`src/rtl/seg7_pkg.sv`:
```
// Shared constants and types for the 4-digit 7-segment scan scheduler.
// Latency: n/a (declarations only).
// Backpressure: n/a.
package seg7_pkg;

  localparam int DIGITS             = 4;
  localparam int NIBBLE_W           = 4;
  localparam int IDX_W              = 2;
  // 100 MHz / 50000 = 2 kHz digit rate, 500 Hz full-frame rate.
  localparam int REFRESH_DIV_100MHZ = 50000;

  typedef logic [IDX_W-1:0]    digit_idx_t;
  typedef logic [NIBBLE_W-1:0] nibble_t;

endpackage

```
`src/rtl/refresh_tick_gen.sv`:
```
// Modulo-DIV free-running counter emitting a one-cycle tick on its last count.
// Latency: tick is combinational from the count register (high when count == DIV-1).
// Backpressure: none; free-running.
//
// Ports:
//   i_clk   - clock, all state on rising edge
//   i_rst_n - asynchronous active-low reset, count returns to 0
//   o_tick  - high during the final cycle of each DIV-cycle period
module refresh_tick_gen #(
  parameter int DIV   = 50000,
  parameter int CNT_W = $clog2(DIV)
) (
  input  logic i_clk,
  input  logic i_rst_n,
  output logic o_tick
);

  localparam logic [CNT_W-1:0] LAST = CNT_W'(DIV - 1);

  logic [CNT_W-1:0] r_cnt;

  assign o_tick = (r_cnt == LAST);

  always_ff @(posedge i_clk or negedge i_rst_n) begin
    if (!i_rst_n) begin
      r_cnt <= '0;
    end else if (o_tick) begin
      r_cnt <= '0;
    end else begin
      r_cnt <= r_cnt + CNT_W'(1);
    end
  end

endmodule

```
`src/rtl/seg7_scan_ctrl.sv`:
```
// Scan scheduler for a 4-digit 7-segment display with a tear-free shadow/active value register.
// Latency: accepted value becomes visible in slot 0 of the first frame that starts after the accept edge.
// Backpressure: LOAD_READY_OUT low while a shadow value awaits its frame-boundary commit.
//
// Ports:
//   CLK, RESETN          - clock and asynchronous active-low reset
//   LOAD_VALID_IN/READY  - valid/ready load handshake for VALUE_IN (4 nibbles) and DOTS_IN
//   LZ_BLANK_IN          - level, enables leading-zero blanking
//   SEG_SELECT_OUT       - current digit index (0 = rightmost)
//   BIN_OUT, DOT_OUT     - raw nibble and dot of the current digit
//   BLANK_OUT            - current digit must be dark
//   FRAME_DONE_OUT       - one-cycle pulse after digit 3 wraps to digit 0
module seg7_scan_ctrl
  import seg7_pkg::*;
#(
  parameter int REFRESH_DIV = REFRESH_DIV_100MHZ,
  parameter int CNT_W       = $clog2(REFRESH_DIV)
) (
  input  logic                         CLK,
  input  logic                         RESETN,
  input  logic                         LOAD_VALID_IN,
  output logic                         LOAD_READY_OUT,
  input  logic [DIGITS*NIBBLE_W-1:0]   VALUE_IN,
  input  logic [DIGITS-1:0]            DOTS_IN,
  input  logic                         LZ_BLANK_IN,
  output logic [IDX_W-1:0]             SEG_SELECT_OUT,
  output logic [NIBBLE_W-1:0]          BIN_OUT,
  output logic                         DOT_OUT,
  output logic                         BLANK_OUT,
  output logic                         FRAME_DONE_OUT
);

  localparam digit_idx_t LAST_IDX = IDX_W'(DIGITS - 1);

  digit_idx_t                     r_idx;
  logic [DIGITS*NIBBLE_W-1:0]     r_active;
  logic [DIGITS-1:0]              r_active_dots;
  logic [DIGITS*NIBBLE_W-1:0]     r_shadow;
  logic [DIGITS-1:0]              r_shadow_dots;
  logic                           r_pending;
  logic                           r_frame_done;

  logic                           w_tick;
  logic                           w_wrap;
  logic                           w_accept;
  logic [DIGITS-1:0]              w_nonempty;
  logic [DIGITS-1:0]              w_blank_mask;

  refresh_tick_gen #(
    .DIV   (REFRESH_DIV),
    .CNT_W (CNT_W)
  ) u_tick (
    .i_clk   (CLK),
    .i_rst_n (RESETN),
    .o_tick  (w_tick)
  );

  assign w_wrap   = w_tick && (r_idx == LAST_IDX);
  // Ready depends only on the pending flag, so no combinational path from valid.
  assign w_accept = LOAD_VALID_IN && !r_pending;

  always_ff @(posedge CLK or negedge RESETN) begin
    if (!RESETN) begin
      r_idx         <= '0;
      r_active      <= '0;
      r_active_dots <= '0;
      r_shadow      <= '0;
      r_shadow_dots <= '0;
      r_pending     <= 1'b0;
      r_frame_done  <= 1'b0;
    end else begin
      r_frame_done <= w_wrap;
      if (w_tick) begin
        r_idx <= r_idx + IDX_W'(1);
      end
      // Commit needs pending=1 and accept needs pending=0, so the two never collide.
      // An accept landing on the wrap tick waits for the following frame boundary.
      if (w_wrap && r_pending) begin
        r_active      <= r_shadow;
        r_active_dots <= r_shadow_dots;
        r_pending     <= 1'b0;
      end else if (w_accept) begin
        r_shadow      <= VALUE_IN;
        r_shadow_dots <= DOTS_IN;
        r_pending     <= 1'b1;
      end
    end
  end

  // A digit is non-empty if its nibble or its dot is set; digit k is blanked
  // when no non-empty digit exists at position k or above. Digit 0 always shows.
  for (genvar k = 0; k < DIGITS; k++) begin : g_empty
    assign w_nonempty[k] = (r_active[k*NIBBLE_W +: NIBBLE_W] != '0) || r_active_dots[k];
  end

  always_comb begin
    w_blank_mask = '0;
    for (int k = 1; k < DIGITS; k++) begin
      w_blank_mask[k] = ~|(w_nonempty >> k);
    end
  end

  assign LOAD_READY_OUT = !r_pending;
  assign SEG_SELECT_OUT = r_idx;
  assign BIN_OUT        = r_active[r_idx*NIBBLE_W +: NIBBLE_W];
  assign DOT_OUT        = r_active_dots[r_idx];
  assign BLANK_OUT      = LZ_BLANK_IN && w_blank_mask[r_idx];
  assign FRAME_DONE_OUT = r_frame_done;

endmodule

```
`config.mk`:
```
export PLATFORM = sky130hd
export DESIGN_NAME = seg7_scan_ctrl
export DESIGN_NICKNAME = d
export VERILOG_FILES = /design/src/rtl/seg7_pkg.sv /design/src/rtl/refresh_tick_gen.sv /design/src/rtl/seg7_scan_ctrl.sv
export SDC_FILE = /design/constraint.sdc
export NUM_CORES = 1
export LEC_CHECK = 0
export CAP_MARGIN = 0
export CORE_UTILIZATION = 60
export CTS_BUF_LIST = sky130_fd_sc_hd__clkbuf_4 sky130_fd_sc_hd__clkbuf_8
export CTS_CLUSTER_DIAMETER = 60
export DETAILED_ROUTE_END_ITERATION = 10
export DONT_BUFFER_PORTS = 1
export HOLD_SLACK_MARGIN = 0.08
export PLACE_DENSITY = 0.88
export SLEW_MARGIN = 40
export SYNTH_ARGS = -nofsm -noshare
export SYNTH_HDL_FRONTEND = slang
export SYNTH_SLANG_ARGS = --single-unit
export TNS_END_PERCENT = 50
```
`constraint.sdc`:
```
create_clock -name CLK -period 4.4 [get_ports CLK]
set_clock_uncertainty 0.1 [all_clocks]
set_input_delay 0.88 -clock CLK [delete_from_list [all_inputs] [get_ports CLK]]
set_output_delay 0.88 -clock CLK [all_outputs]
set_load 0.005 [all_outputs]
```
==> summary.txt, run 1 <==
Min path
  – Min-Delay Path Class: in2async

Clocking
  – CTS clk-pin slew, worst paths: 60 ps
  – Root Driver: clkbuf_8
  – Post-CTS Resized: 0
  – Max H-tree Level: 3
  – Postcts setup bufs: 0
  – CTS tree: done
  – Clk sinks: 60
  – Skew-Pair Late Insertion Delay: 340 ps
  – # hold bufs at CTS: 0
  – Inserted Clock Buffers: 9
  – Maximum root-to-sink buffer count: 2

Routing
  – Vias/cell: 6.078
  – Routed wire length: 4646 um
  – Pre-antenna DRT Iters: 4
  – Antenna viol nets, final: 0
  – Routed vias: 1489
  – # DRC: 0
  – DRT iter0 DRCs: 143
  – Wire per inst: 18.96 um

Worst setup path
  – Worst Setup Start Kind: register
  – CP required: 3420 ps
  – Worst Path Buf+Inv: 0
  – Worst R2R Start: u_tick.r_cnt[0]$_DFF_PN0_
  – Reg-to-Reg End: r_active_dots[0]$_DFFE_PN0P_
  – Crit path cell chain: or4_1, nor4_1, o21ai_1, a21oi_1
  – Crit-path leading delay family: simple AND/OR/NAND/NOR gates
  – CP max stage cell: or4_1
  – Crit Path Category: reg2out
  – Reg2Reg Depth: 5
  – CP peak stage delay: 560 ps
  – Crit path DAT: 1860 ps
  – Reg2reg setup slack: 1970 ps
  – Worst setup EP type: primary output
  – Crit-path max FO: 3

Floorplanning
  – Die H: 69.12 um
  – Die width: 69.12 um
  – Top Ports: 34
  – Site row count: 24
  – Die Area: 4777 um2
  – Core Area: 4354 um2
  – Initial Util: 62.07%

Yosys
  – YS warnings: 0
  – Multiplexer share of the synthesized area: 23.89%
  – Synth area leaders: dfrtp_1 (56%), mux2_4 (11%), mux2_2 (9.2%), mux4_2 (4.2%), xnor2_1 (2.3%)
  – Post-synthesis adder-cell area fraction: 0.9259%
  – Syn_area_per_cell: 14.53 um2
  – Leading area contributor after synthesis: dfrtp_1
  – Compound-Gate Fraction of Synth Area: 0.5556%
  – Library cells used by synthesis: 33
  – Synthesized instance count: 186
  – Simple-gate share of the synthesized area: 11.81%
  – Post-synth EDFFs: 0
  – Post-Syn Area: 2703 um2
  – Net Count, Synth: 212
  – Post-synthesis xor/xnor area fraction: 4.537%
  – Register area share after synthesis: 55.56%
  – Number of synthesized register bits: 60
  – Synth async-reset ratio: 100.0%
  – Largest family of logic cells by synthesized area: multiplexers
  – Ys flop type: dfrtp_1
  – Area share of the largest cell type after synthesis: 55.56%

Timing
  – RSZ-0062 raised after global routing: no
  – Post-route minimum period: 2837 ps
  – Final worst slack: 1563 ps
  – Period utilization: 64.48%
  – FMAX: 352.5 MHz
  – Worst slew margin: 44.57%
  – Worst Tran Pin Value: 829.5 ps
  – Final setup TNS: 0 ps
  – Final setup vio count: 0
  – Final Hold Fails: 0
  – Final Max Slew Viols: 0

Power
  – VDD IR max: 0.3586 mV
  – Seq pwr share: 53.6%
  – Clock power frac: 44.4%
  – Overall power: 1.092 mW
  – NetSw: 210.4 uW
  – Sw Ratio: 19.26%
  – Leakage Power: 1.333 nW
  – Comb pwr share: 2.0%
  – Power Density: 376.1 nW/um2
  – Pint: 881.9 uW

Global route
  – First-pass GRT wire length: 7983 um
  – GRT Resource Usage Total: 22.08%
  – Antenna violations before repair: 0
  – Overflow after GRT: 0
  – Vias in the first global route: 1611
  – Largest net degree at the start of global routing: 61

Finish
  – Commonest cells after routing, fill and taps aside: dfrtp_1 (60), mux2_2 (22), mux2_4 (19)
  – Filler cell count: 297
  – Diode count: 0
  – Final net count: 215
  – Most common cell after layout, fill and taps aside: dfrtp_1
  – Layout cell share with drive strength beyond 1: 35.23%
  – Syn-to-layout area delta: 7.454%

Place
  – RePlAce Congestion: 0.8089
  – DP HPWL: 3229 um
  – Number of I/O port buffers: 0
  – Worst slack at placement: 1937 ps

Flow run
  – Max_cap viols: 0

Status
  – Outcome: completed
worst max path at each step:
| stage | start | to | slack, ps | cells after the start |
|---|---|---|---|---|
| floorplan | r_active[10]$_DFFE_PN0P_ | BLANK_OUT | 2050 | 4 |
| global placement | r_active[10]$_DFFE_PN0P_ | BLANK_OUT | 1980 | 4 |
| detailed placement | r_active[10]$_DFFE_PN0P_ | BLANK_OUT | 1940 | 4 |
| CTS | r_active[10]$_DFFE_PN0P_ | BLANK_OUT | 1560 | 4 |
| global route | r_active[10]$_DFFE_PN0P_ | BLANK_OUT | 1340 | 4 |
| finish | r_active[10]$_DFFE_PN0P_ | BLANK_OUT | 1560 | 4 |
kinds of logic (layout without fill, tap and decap cells):
kind of cell    after synthesis  count (layout)
compound gates                3               3
xor+xnor                     14              14
fa+ha+maj                     2               2
buf+inv                      10              17
flops                        60              60
mux                          46              46
simple gates                 51              51
synth_stat cells, types with 2 or more instances:
cell type,n
inv_1,2
mux2_4,19
nand3_1,6
mux2_2,22
nand2_1,5
or4_1,2
nand4_1,6
and2_1,2
mux4_2,5
buf_12,2
nor4_1,3
ha_1,2
nor2_1,13
dfrtp_1,60
xor2_1,7
buf_2,3
nor2b_1,3
and4_2,2
clkbuf_1,2
xnor2_1,7
sequential cells by signal, summed over array words and instances, names as in the netlist:
name and flops:
r_active 16, r_shadow 16, u_tick.r_cnt 16, r_active_dots 4, r_shadow_dots 4, SEG_SELECT_OUT 2
FRAME_DONE_OUT 1, r_pending 1
routing by layer:
layer	track usage (%)	up-vias	wire length, um
li1	-	672	-
met5	0	-	0
met3	9.795	6	257
met2	35.92	44	2366
met1	27.10	767	1966
met4	5.442	0	56
stage by stage:
stage	utilization [%]	hold WS [ps]	cells	cell area (um2)
2_1_floorplan	-	354.7	186	2703
3_3_place_gp	62.10	367.4	230	2704
3_5_place_dp	62.21	393.5	230	2709
4_1_cts	66.70	117.2	245	2904
5_1_grt	66.70	109.7	245	2904
6_report	66.70	135.4	245	2904
cell type report:
type / instances / area (um2) / area share, %
Multi-Input combinational cell: 116 / 1135 / 39.08
Clock buffer: 13 / 160.2 / 5.515
Inverter: 2 / 7.507 / 0.2585
Clock inverter: 2 / 35.03 / 1.206
Tap cell: 52 / 65.06 / 2.240
Sequential cell: 60 / 1501 / 51.70
power by group through the flow:
stage	clock, mW	sequential, mW	combinational, mW
floorplan	0	0.591	0.0196
global placement	0	0.594	0.0204
detailed placement	0	0.596	0.0221
global route	0.519	0.588	0.0238
finish	0.485	0.586	0.0217
CTS	0.496	0.586	0.0222
Note: power is estimated with default switching activity, not from simulation.
==> run 2, diff against run 1 <==
CORE_UTILIZATION = 59   (was 60)
PLACE_DENSITY = 0.9   (was 0.88)
clock period = 2.28 ns   (was 4.4 ns; I/O delays follow)
==> run 2 against run 1 <==
Against the previous run: the flow now finishes with violations (negative setup slack); clock power increased by 94%; worst hold slack improved by 33 ps; sequential share of layout area decreased by 2.1 points; flip-flop and latch count unchanged; combinational power increased to 3.2 times the previous value; power increased by 96%; global-route usage increased by 1.6 points; highest routed layer unchanged.
==> summary.txt, run 2 (synthesis results as in run 1) <==
Worst setup path
  – Crit Path Category: reg2out
  – CP Launch Point: r_active[8]$_DFFE_PN0P_
  – Reg-to-Reg End: r_active_dots[0]$_DFFE_PN0P_
  – Crit path DAT: 1840 ps
  – CP max stage cell: or4_4
  – Crit path cell chain: or4_4, nor4_4, o21ai_2, a21oi_2
  – Worst R2R Start: u_tick.r_cnt[0]$_DFF_PN0_
  – Reg2reg setup slack: 210 ps
  – CP peak stage delay: 560 ps
  – Reg2Reg Depth: 6
  – Worst Setup Start Kind: register
  – Setup crit end: BLANK_OUT
  – Crit-path max FO: 2
  – CP required: 1720 ps
  – Worst setup EP type: primary output

Routing
  – M1 WL: 2230 um
  – Wire length on met2: 2903 um
  – Routed vias: 1582
  – Pre-antenna DRT Iters: 4
  – Wire per inst: 21.81 um
  – Vias/cell: 6.228
  – # DRC: 0
  – Routed wire length: 5540 um
  – DRT iter0 DRCs: 144
  – Met3 wire length: 336 um
  – Top sig layer: met4
  – Antenna viol nets, final: 0

Timing
  – Post-route minimum period: 2399 ps
  – Period utilization: 105.2%
  – Final worst slack: -119.2 ps
  – Worst Tran Pin Value: 511.5 ps
  – Final setup vio count: 1
  – Final Max Slew Viols: 0
  – Final Hold Fails: 0
  – Worst slew margin: 65.90%
  – RSZ-0062 raised after global routing: yes
  – FMAX: 416.8 MHz
  – Hold slack: 168.4 ps

Floorplanning
  – Site row count: 24
  – Initial Util: 61.64%
  – Die Area: 4855 um2
  – Core Area: 4384 um2
  – Top Ports: 34
  – Die width: 69.68 um
  – Die H: 69.68 um

Finish
  – Regs by FF count: r_active x16, r_shadow x16, u_tick.r_cnt x16
  – Syn-to-layout area delta: 12.04%
  – Final net count: 223
  – Post-route cell area: 3028 um2
  – Commonest cells after routing, fill and taps aside: dfrtp_1 (59), mux2_2 (22), mux2_4 (19)
  – Most common cell after layout, fill and taps aside: dfrtp_1
  – Diode count: 0
  – Layout cell share with drive strength beyond 1: 40.10%

Place
  – Worst slack at placement: 255.6 ps
  – Placed Area: 2731 um2
  – Number of I/O port buffers: 0
  – DP HPWL: 3365 um
  – RePlAce Congestion: 0.8217

Clocking
  – CTS tree: done
  – Inserted Clock Buffers: 9
  – Root Driver: clkbuf_8
  – Skew-Pair Late Insertion Delay: 340 ps
  – Max H-tree Level: 3
  – Maximum root-to-sink buffer count: 2
  – Clk sinks: 60
  – CTS clk-pin slew, worst paths: 70 ps

Status
  – Failing checks: negative setup slack
  – Outcome: complete, but fails checks

Flow run
  – Max_cap viols: 0

Global route
  – Largest net degree at the start of global routing: 61
  – Vias in the first global route: 1639
  – First-pass GRT wire length: 8590 um
  – Antenna violations before repair: 0
  – GRT Resource Usage Total: 23.72%
  – Overflow after GRT: 0

Power
  – Overall power: 2.141 mW
  – Leakage Power: 1.381 nW
  – Power Density: 707.0 nW/um2
  – VDD IR max: 0.4480 mV

Min path
  – Min-Delay Path Class: in2reg
run 2: cell count changes in the layout (fill, tap and decap cells not counted), sizes merged:
cell	change
buf	+7
clkbuf	-3
clkinv	+2
clkinvlp	+2
dlygate4sd3	+1
run 2: layout make-up:
class,count,area (um2)
sequential,60,1503
fill,286,1356
multi-input combinational,116,1156
clock buffer,10,137.6
timing repair buffer,8,95.09
tap,52,65.06
clock inverter,6,63.81
inverter,2,7.507
run 2: through the flow:
stage               std cells  setup TNS (ps)  utilization (%)
finish                    254          -119.2            69.06
floorplan                 186               0                -
CTS                       252          -40.71            68.18
global route              254          -153.7            69.06
detailed placement        232               0            62.30
global placement          232               0            62.30
run 2: how the worst min path moves through the flow:
stage                            start                  endpoint  slack, ps  cells after the start
after floorplan                 RESETN  FRAME_DONE_OUT$_DFF_PN0_         60                      0
after global placement          RESETN   r_shadow[0]$_DFFE_PN0P_         60                      0
after detailed placement        RESETN   r_active[1]$_DFFE_PN0P_         60                      0
after CTS                 VALUE_IN[12]  r_shadow[12]$_DFFE_PN0P_        150                      1
after global routing       VALUE_IN[1]   r_shadow[1]$_DFFE_PN0P_        150                      1
final                     VALUE_IN[10]  r_shadow[10]$_DFFE_PN0P_        170                      1
run 2: layer usage:
layer	track usage, %	vias up
met2	38.30	80
met1	30.36	800
met5	0	-
met4	8.889	0
li1	-	693
met3	7.267	9
run 2: worst max-delay path, delay by kind of cell, from the launching register on:
kind               cells  cell delay [ps]
DFF                    1              380
AOI/OAI and AO/OA      2              290
and+or+nand+nor        2              830
run 2: power by group:
| group | internal [mW] | leakage (nW) | switching, mW |
|---|---|---|---|
| Clock | 0.531 | 0.0983 | 0.408 |
| Sequential | 1.11 | 0.785 | 0.0265 |
| Combinational | 0.0375 | 0.497 | 0.0311 |
| Total | 1.67 | 1.38 | 0.466 |
run 2: what timing repair did:
action	4_1_cts	5_1_grt
hold endpoints to repair	60	0
pin swaps	3	3
setup buffers	2	2
hold buffers	2	0
setup endpoints to repair	1	2
resized for setup	1	5
==> run 3, diff against run 2 <==
CORE_UTILIZATION = 60   (was 59)
PLACE_DENSITY = 0.88   (was 0.9)
clock period = 2.6 ns   (was 2.28 ns; I/O delays follow)
==> run 3 against run 2 <==
Against the previous run: the flow now finishes without violations; worst hold slack improved by 43 ps; setup slack improved by 210 ps; utilization fell by 0.99 points; die area shrank 1.6%; critical path depth unchanged; via count fell by 3.5%; sequential power fell by 12%; global-route usage up 0.34 points; clock-buffer cell count is the same; register-to-register slack better by 230 ps; design area down 2.1%; cell count down 1.6%; critical endpoint unchanged; highest routed layer unchanged.
==> summary.txt, run 3 (synthesis results as in run 1) <==
Status
  – Outcome: completed

Worst setup path
  – Reg2reg setup slack: 440 ps
  – Reg2Reg Depth: 6
  – CP required: 1980 ps
  – Reg-to-Reg End: r_active_dots[0]$_DFFE_PN0P_
  – Crit-path max FO: 3
  – Worst setup EP type: primary output
  – Crit path DAT: 1890 ps
  – Crit Path Category: reg2out
  – Worst R2R Start: u_tick.r_cnt[0]$_DFF_PN0_
  – Worst Setup Start Kind: register

Global route
  – Vias in the first global route: 1689
  – First-pass GRT wire length: 8397 um
  – Largest net degree at the start of global routing: 61
  – Overflow after GRT: 0
  – Antenna violations before repair: 0
  – GRT Resource Usage Total: 24.06%

Floorplanning
  – Core Area: 4354 um2
  – Site row count: 24
  – Die Area: 4777 um2
  – Initial Util: 62.07%
  – Die H: 69.12 um
  – Top Ports: 34
  – Die width: 69.12 um

Finish
  – Post-route cell area: 2964 um2
  – Diode count: 0
  – Most common cell after layout, fill and taps aside: dfrtp_1
  – Regs by FF count: r_active x16, r_shadow x16, u_tick.r_cnt x16
  – Syn-to-layout area delta: 9.676%
  – Filler cell count: 295
  – Final net count: 219
  – Layout Cells excl Fill: 250
  – Commonest cells after routing, fill and taps aside: dfrtp_1 (60), mux2_2 (22), mux2_4 (19)
  – Layout cell share with drive strength beyond 1: 36.87%

Timing
  – FMAX: 398.0 MHz
  – Post-route minimum period: 2513 ps
  – Period utilization: 96.64%
  – Final Max Slew Viols: 0
  – Worst Tran Pin Value: 484.8 ps
  – Hold slack: 211.0 ps
  – Final setup vio count: 0
  – Final Hold Fails: 0
  – Worst slew margin: 67.68%
  – Final worst slack: 87.45 ps

Routing
  – Antenna viol nets, final: 0
  – DRT iter0 DRCs: 116
  – Pre-antenna DRT Iters: 4
  – # DRC: 0
  – Vias/cell: 6.104
  – Routed wire length: 5080 um
  – Wire per inst: 20.32 um
  – Routed vias: 1526

Place
  – Placed Area: 2719 um2
  – Worst slack at placement: 455.1 ps
  – DP HPWL: 3500 um
  – RePlAce Congestion: 0.8459
  – Number of I/O port buffers: 0
  – Placed cells: 232

Power
  – Power Density: 636.1 nW/um2
  – VDD IR max: 0.4598 mV
  – Overall power: 1.885 mW
  – Leakage Power: 1.353 nW

Min path
  – Hold EP: r_pending$_DFFE_PN0P_
  – Min-Delay Path Class: in2reg
  – Worst Hold Launch: LOAD_VALID_IN
  – WHS Path Cells: 2

Clocking
  – Max H-tree Level: 3
  – Postcts setup bufs: 0
  – Root Driver: clkbuf_8
  – Skew-Pair Late Insertion Delay: 340 ps
  – Clk sinks: 60
  – CTS tree: done
  – Inserted Clock Buffers: 9
  – Maximum root-to-sink buffer count: 2
  – CTS clk-pin slew, worst paths: 70 ps

Flow run
  – Max_cap viols: 0
==> run 3: changes by cell type in the layout (fill, tap and decap cells not counted), sizes merged <==
| cell | previous run | this run |
|---|---|---|
| buf | 7 | 3 |
==> run 3: worst max path at each step <==
stage,end,depth (start not counted),start
after detailed placement,r_active_dots[0]$_DFFE_PN0P_,6,u_tick.r_cnt[0]$_DFF_PN0_
after floorplan,BLANK_OUT,4,r_active[10]$_DFFE_PN0P_
after CTS,BLANK_OUT,4,r_active[10]$_DFFE_PN0P_
after global routing,BLANK_OUT,4,r_active[10]$_DFFE_PN0P_
after global placement,r_active_dots[0]$_DFFE_PN0P_,6,u_tick.r_cnt[0]$_DFF_PN0_
final,BLANK_OUT,4,r_active[9]$_DFFE_PN0P_
==> run 3: repair_timing <==
item	4_1_cts	5_1_grt
hold buffers	2	0
gates resized for setup	0	1
hold endpoints to repair	60	0
setup endpoints to repair	0	1
==> run 3: metrics by stage <==
stage	util, %	setup TNS, ps
after floorplan	-	0
after global placement	62.44	0
after CTS	67.93	0
after detailed placement	62.44	0
final	68.07	0
after global routing	68.07	-13.69
==> run 3: final cells by class <==
type	count	area, um2	area share [%]
Sequential cell	60	1501	50.65
Multi-Input combinational cell	116	1136	38.33
Inverter	2	7.507	0.2533
Tap cell	52	65.06	2.195
Timing Repair Buffer	4	52.55	1.773
Clock inverter	6	63.81	2.153
Clock buffer	10	137.6	4.643
==> run 3: routing by layer <==
layer / share of wire [%] / GRT usage (%) / vias up
met5: 0 / 0 / -
met3: 4.8 / 8.187 / 15
met1: 41 / 29.03 / 785
met4: 2.7 / 15.19 / 0
met2: 51 / 37.11 / 45
li1: - / - / 681
==> run 3: power breakdown <==
part           internal (mW)  total (mW)  switching, mW
sequential             0.970       0.991         0.0209
clock                  0.466       0.835          0.369
combinational         0.0329      0.0599         0.0270
total                   1.47        1.89          0.417
==> run 3: critical path, stage by stage (launching register included) <==
cell and delay [ps]:
dfrtp_1 410, or4_1 570, nor4_2 260, o21ai_1 100
a21oi_1 220
